$ cat config.mk
export PLATFORM = sky130hd
export DESIGN_NAME = memory_access_sequencer
export DESIGN_NICKNAME = d
export VERILOG_FILES = /design/src/rtl/memory_access_sequencer.sv
export SDC_FILE = /design/constraint.sdc
export NUM_CORES = 1
export LEC_CHECK = 0
export ABC_AREA = 1
export ABC_CLOCK_PERIOD_IN_PS = 1600
export BUFFER_PORTS_ARGS = -buffer_cell sky130_fd_sc_hd__clkbuf_2
export CORE_MARGIN = 4
export CORE_UTILIZATION = 48
export DETAILED_ROUTE_END_ITERATION = 10
export PLACE_DENSITY = 0.78
export SYNTH_ARGS = -nofsm -noshare
export SYNTH_HDL_FRONTEND = slang
export SYNTH_SLANG_ARGS = --single-unit
$ cat constraint.sdc
create_clock -name clk -period 1.6 [get_ports clk]
set_input_delay 0 -clock clk [delete_from_list [all_inputs] [get_ports clk]]
set_output_delay 0 -clock clk [all_outputs]
set_load 0.02 [all_outputs]
$ cat src/rtl/memory_access_sequencer.sv
// Memory access sequencer: valid/ready request front-end for the 8x8 latch memory.
// Every access runs a SETUP / STROBE / HOLD phase sequence so the level-sensitive
// latches see stable address and data around the select pulse, then one response.
// Optional feature: define WRITE_VERIFY_EN to add a read-back verify pass after writes.
module memory_access_sequencer #(
  parameter int unsigned ADDR_W     = 3,
  parameter int unsigned DATA_W     = 8,
  parameter int unsigned STROBE_CYC = 2
) (
  input  logic              clk,
  input  logic              rst_n,
  input  logic              req_valid,
  output logic              req_ready,
  input  logic              req_write,
  input  logic [ADDR_W-1:0] req_addr,
  input  logic [DATA_W-1:0] req_wdata,
  output logic              resp_valid,
  input  logic              resp_ready,
  output logic [DATA_W-1:0] resp_rdata,
  output logic              resp_err,
  output logic              mem_op,
  output logic              mem_select,
  output logic [ADDR_W-1:0] mem_addr,
  output logic [DATA_W-1:0] mem_wdata,
  input  logic [DATA_W-1:0] mem_rdata,
  output logic              busy
);

  localparam int unsigned CNT_W = 4;

  typedef enum logic [2:0] {StIdle, StSetup, StStrobe, StHold, StResp} state_e;

  state_e            state_q, state_d;
  logic [CNT_W-1:0]  cnt_q;
  logic              ready_q;
  logic              sel_q;
  logic              op_q;
  logic [ADDR_W-1:0] addr_q;
  logic [DATA_W-1:0] wdata_q;
  logic [DATA_W-1:0] rdata_q;
  logic              accept;
  logic              last_strobe;
  logic              need_verify;

  assign accept      = req_valid && ready_q;
  assign last_strobe = (state_q == StStrobe) && (cnt_q == '0);

`ifdef WRITE_VERIFY_EN
  logic write_q;
  logic verify_q;
  logic err_q;

  // A write needs exactly one extra read-back pass before it may respond.
  assign need_verify = write_q && !verify_q;
  assign resp_err    = err_q;

  // Verify-pass bookkeeping: pass flag and read-back compare result.
  always_ff @(posedge clk or negedge rst_n) begin
    if (!rst_n) begin
      write_q  <= 1'b0;
      verify_q <= 1'b0;
      err_q    <= 1'b0;
    end else begin
      if (accept) begin
        write_q  <= req_write;
        verify_q <= 1'b0;
        err_q    <= 1'b0;
      end else if ((state_q == StHold) && need_verify) begin
        verify_q <= 1'b1;
      end
      if (last_strobe && verify_q) begin
        err_q <= (mem_rdata != wdata_q);
      end
    end
  end
`else
  assign need_verify = 1'b0;
  assign resp_err    = 1'b0;
`endif

  // State register; reset aborts any access in flight.
  always_ff @(posedge clk or negedge rst_n) begin
    if (!rst_n) begin
      state_q <= StIdle;
    end else begin
      state_q <= state_d;
    end
  end

  // Next-state logic for the phase sequence.
  always_comb begin
    state_d = state_q;
    unique case (state_q)
      StIdle:   if (accept) state_d = StSetup;
      StSetup:  state_d = StStrobe;
      StStrobe: if (cnt_q == '0) state_d = StHold;
      StHold:   state_d = need_verify ? StSetup : StResp;
      StResp:   if (resp_ready) state_d = StIdle;
      default:  state_d = StIdle;
    endcase
  end

  // Registered datapath: memory-side outputs, strobe counter and response data.
  always_ff @(posedge clk or negedge rst_n) begin
    if (!rst_n) begin
      ready_q <= 1'b0;
      sel_q   <= 1'b0;
      op_q    <= 1'b0;
      addr_q  <= '0;
      wdata_q <= '0;
      rdata_q <= '0;
      cnt_q   <= '0;
    end else begin
      // Ready and select are decoded from the next state so they line up with it.
      ready_q <= (state_d == StIdle);
      sel_q   <= (state_d == StStrobe);
      if (accept) begin
        op_q    <= req_write;
        addr_q  <= req_addr;
        wdata_q <= req_wdata;
      end else if ((state_q == StHold) && need_verify) begin
        op_q <= 1'b0;
      end
      if (state_q == StSetup) begin
        cnt_q <= CNT_W'(STROBE_CYC - 1);
      end else if ((state_q == StStrobe) && (cnt_q != '0)) begin
        cnt_q <= cnt_q - 1'b1;
      end
      if (last_strobe) begin
        rdata_q <= op_q ? wdata_q : mem_rdata;
      end
    end
  end

  assign req_ready  = ready_q;
  assign resp_valid = (state_q == StResp);
  assign resp_rdata = rdata_q;
  assign mem_op     = op_q;
  assign mem_select = sel_q;
  assign mem_addr   = addr_q;
  assign mem_wdata  = wdata_q;
  assign busy       = (state_q != StIdle);

endmodule
==> flow_metrics.py <==
metrics = {
    "layout": {
        "final_layout_size_suffix_gt1_share_pct": 31.36,
        "fin_util_pct": 72.76,
        "synthToLayoutAreaGrowth_pct": 38.88,
        "finalNetCount": 245,
        "num_antenna_cells": 0,
    },
    "yosys": {
        "syn_inst": 148,
        "ys_top_cells_by_area": "dfrtp_1 (54%), nand2_1 (14%), mux2_2 (6.7%)",
        "yosysMostFrequentCell": "nand2_1",
        "avgSynthCellArea_um2": 9.088,
        "ys_seq_area_share_pct": 53.95,
        "syn-cell-area_um2": 1345,
        "synth_top_area_share_pct": 53.95,
        "yosys-top-cells-count": "nand2_1 (51), dfrtp_1 (29), inv_1 (16), nand3_1 (10)",
        "yosysTopAreaCell": "dfrtp_1",
        "synth_flop_cell": "dfrtp_1",
        "syn-num-nets": 173,
        "ys_types": 21,
        "yosys_warnings": 0,
        "synth_enable_flop_cells": 0,
        "ys_ff_latch": 29,
        "async_flop_share_pct": 100.0,
    },
    "setup_path": {
        "end_kind": "flip-flop",
        "r2r-start": "cnt_q[0]",
        "worstPathArrival_ns": 1.60,
        "r2r_slack_ns": 0.26,
        "criticalPathCategory": "flip-flop to flip-flop",
        "reg2reg_to": "resp_rdata[2]",
        "crit_required_ns": 1.86,
        "rr_worst_depth": 8,
        "cp-start-kind": "flip-flop",
        "cp_max_fo": 10,
    },
    "global_route": {
        "grt_max_degree": 30,
        "grt_overflow": 0,
        "grt_pass1_wl_mm": 5.319,
        "grt_pass1_vias": 1198,
        "track_usage_pct": 19.88,
        "antenna_found_initial": 0,
    },
    "status": {
        "status": "complete, no violations",
    },
    "clock_tree": {
        "clk_path_buf_depth": 2,
        "cts_resized": 0,
        "cts_tree": "yes",
        "clkSinkCount": 29,
        "worst_skew_pair.late_latency_ns": 0.32,
        "cts_root_buf": "clkbuf_4",
        "cts_inserted_buffers": 5,
        "h-tree-depth": 2,
        "clkTransAtPathRegs_ns": 0.09,
    },
    "sta": {
        "fin_crit_ns": 1.337,
        "maxSlewHeadroom_pct": 53.73,
        "hold_viol": 0,
        "worst_pin_slew_ns": 0.6940,
        "setup_viol_count_final": 0,
        "fmax_ghz": 0.7481,
        "fin_setup_tns_ns": 0,
        "finalMaxSlewViolations": 0,
        "skew_ns": 0.006757,
        "finalCritPeriodShare_pct": 83.54,
        "rsz0062_at_grt": "false",
    },
    "routing": {
        "wire_per_inst_um": 12.87,
        "vias_per_cell": 4.792,
        "highest_layer": "met4",
        "m1WireLength_mm": 1.238,
        "route.met3.wl_um": 166,
        "ant_nets": 0,
        "drt-initial-drc-count": 27,
        "dr.pass1.iters": 5,
        "drcViolationCount": 0,
        "drt-total-wl_mm": 3.217,
        "routed-via-count": 1198,
        "route.met2.wl_mm": 1.784,
    },
    "floorplanning": {
        "die_w_um": 60.94,
        "ios": 49,
        "coreArea_um2": 2567,
        "initial_core_util_pct": 52.39,
        "die_h_um": 60.94,
        "rows": 18,
        "die-area_um2": 3713,
    },
    "place": {
        "gp_congestion": 0.8688,
        "dp_hpwl_mm": 2.080,
        "io_buffers": 47,
    },
    "power_and_ir_drop": {
        "leakagePower_uw": 0.001037,
        "peakVddDrop_v": 0.001400,
        "p_per_area_nw_per_um2": 1960,
    },
    "run": {
        "max-cap-violations": 0,
    },
    "worst_hold_path": {
        "hp-class": "primary input to asynchronous set/reset pin",
    },
}
-- worst max-delay path by stage --
stage               from       endpoint
5_1_grt         cnt_q[0]  resp_rdata[1]
3_3_place_gp   req_ready   mem_wdata[5]
6_report        cnt_q[0]  resp_rdata[2]
4_1_cts        req_ready   mem_wdata[5]
2_1_floorplan  req_ready         mem_op
3_5_place_dp   req_ready   mem_wdata[5]
-- layout by cell type, fill, tap and decap left out --
cell type / netlist / layout
nor2_2: 1 / 1
nand2_1: 51 / 51
o21ai_1: 8 / 8
nor2_4: 1 / 1
dfrtp_1: 29 / 29
inv_2: 1 / 1
clkbuf_1: 0 / 1
conb_1: 1 / 1
nand3_1: 10 / 10
nand2_2: 2 / 2
clkbuf_2: 0 / 47
o21ai_2: 1 / 1
mux2_2: 8 / 8
clkbuf_4: 0 / 5
dlygate4sd3_1: 0 / 22
nand3b_1: 1 / 1
mux2_1: 4 / 4
clkbuf_8: 0 / 1
inv_1: 16 / 16
xor2_1: 1 / 1
nor2_1: 6 / 6
ha_1: 1 / 1
nand2_4: 1 / 1
clkinv_4: 1 / 1
-- sequential cells by signal, summed over array words and instances (netlist names) --
| register | count |
|---|---|
| mem_wdata | 8 |
| resp_rdata | 8 |
| mem_select | 1 |
| cnt_q | 4 |
| state_q | 3 |
| mem_op | 1 |
| req_ready | 1 |
| mem_addr | 3 |
-- metal layers --
metal	track usage, %	up-vias
li1	-	599
met3	5.319	4
met2	36.03	38
met5	0	-
met1	21.49	557
met4	8.978	0
-- report_power, final --
group          internal (µW)  leakage [µW]  switching (µW)
combinational            687      0.000652            1110
clock                    207     0.0000314             244
sequential              1090      0.000354             319
-- cell type report --
class                           instances  area (µm²)
Clock buffer                            7       55.05
Fill cell                             183       699.4
Inverter                               18       72.57
Multi-Input combinational cell         97       521.8
Sequential cell                        29       725.7
Tap cell                               30       37.54
Timing Repair Buffer                   69       455.4
-- metrics by stage --
step                setup slack, ns  cell area [µm²]  hold WS, ns  std cells  total power (µW)
floorplan                    0.3788             1345      -0.2956        148              2633
global placement             0.3115             1593      0.07025        221              3100
detailed placement           0.2918             1593      0.08390        221              3163
CTS                          0.2709             1868       0.2638        250              3658
global route                 0.1697             1868       0.3247        250              3946
finish                       0.2633             1868       0.2426        250              3660
-- critical path, cell delays in order, from the launching register on --
cell and delay (ns):
dfrtp_1 0.39, inv_1 0.11, ha_1 0.22, nand2_1 0.08, nor2_2 0.15, nand2_4 0.12
clkinv_4 0.09, nand2_1 0.06, nand2_1 0.06
-- what timing repair did --
action	in CTS	in global routing
hold endpoints to repair	50	0
endpoints found under the setup margin	0	0
hold buffers	22	0
setup buffers	0	0
-- cell families after synthesis --
family          count (synthesis)  synth area share, %
compound gates                  9                3.628
xor+xnor                        1               0.6513
fa+ha+maj                       1               0.9301
buf+inv                        22                7.256
flops                          29                53.95
mux                            12                10.05
other cells                     1               0.2788
simple gates                   73                23.26
No activity file was read; power rests on OpenSTA's default activity.
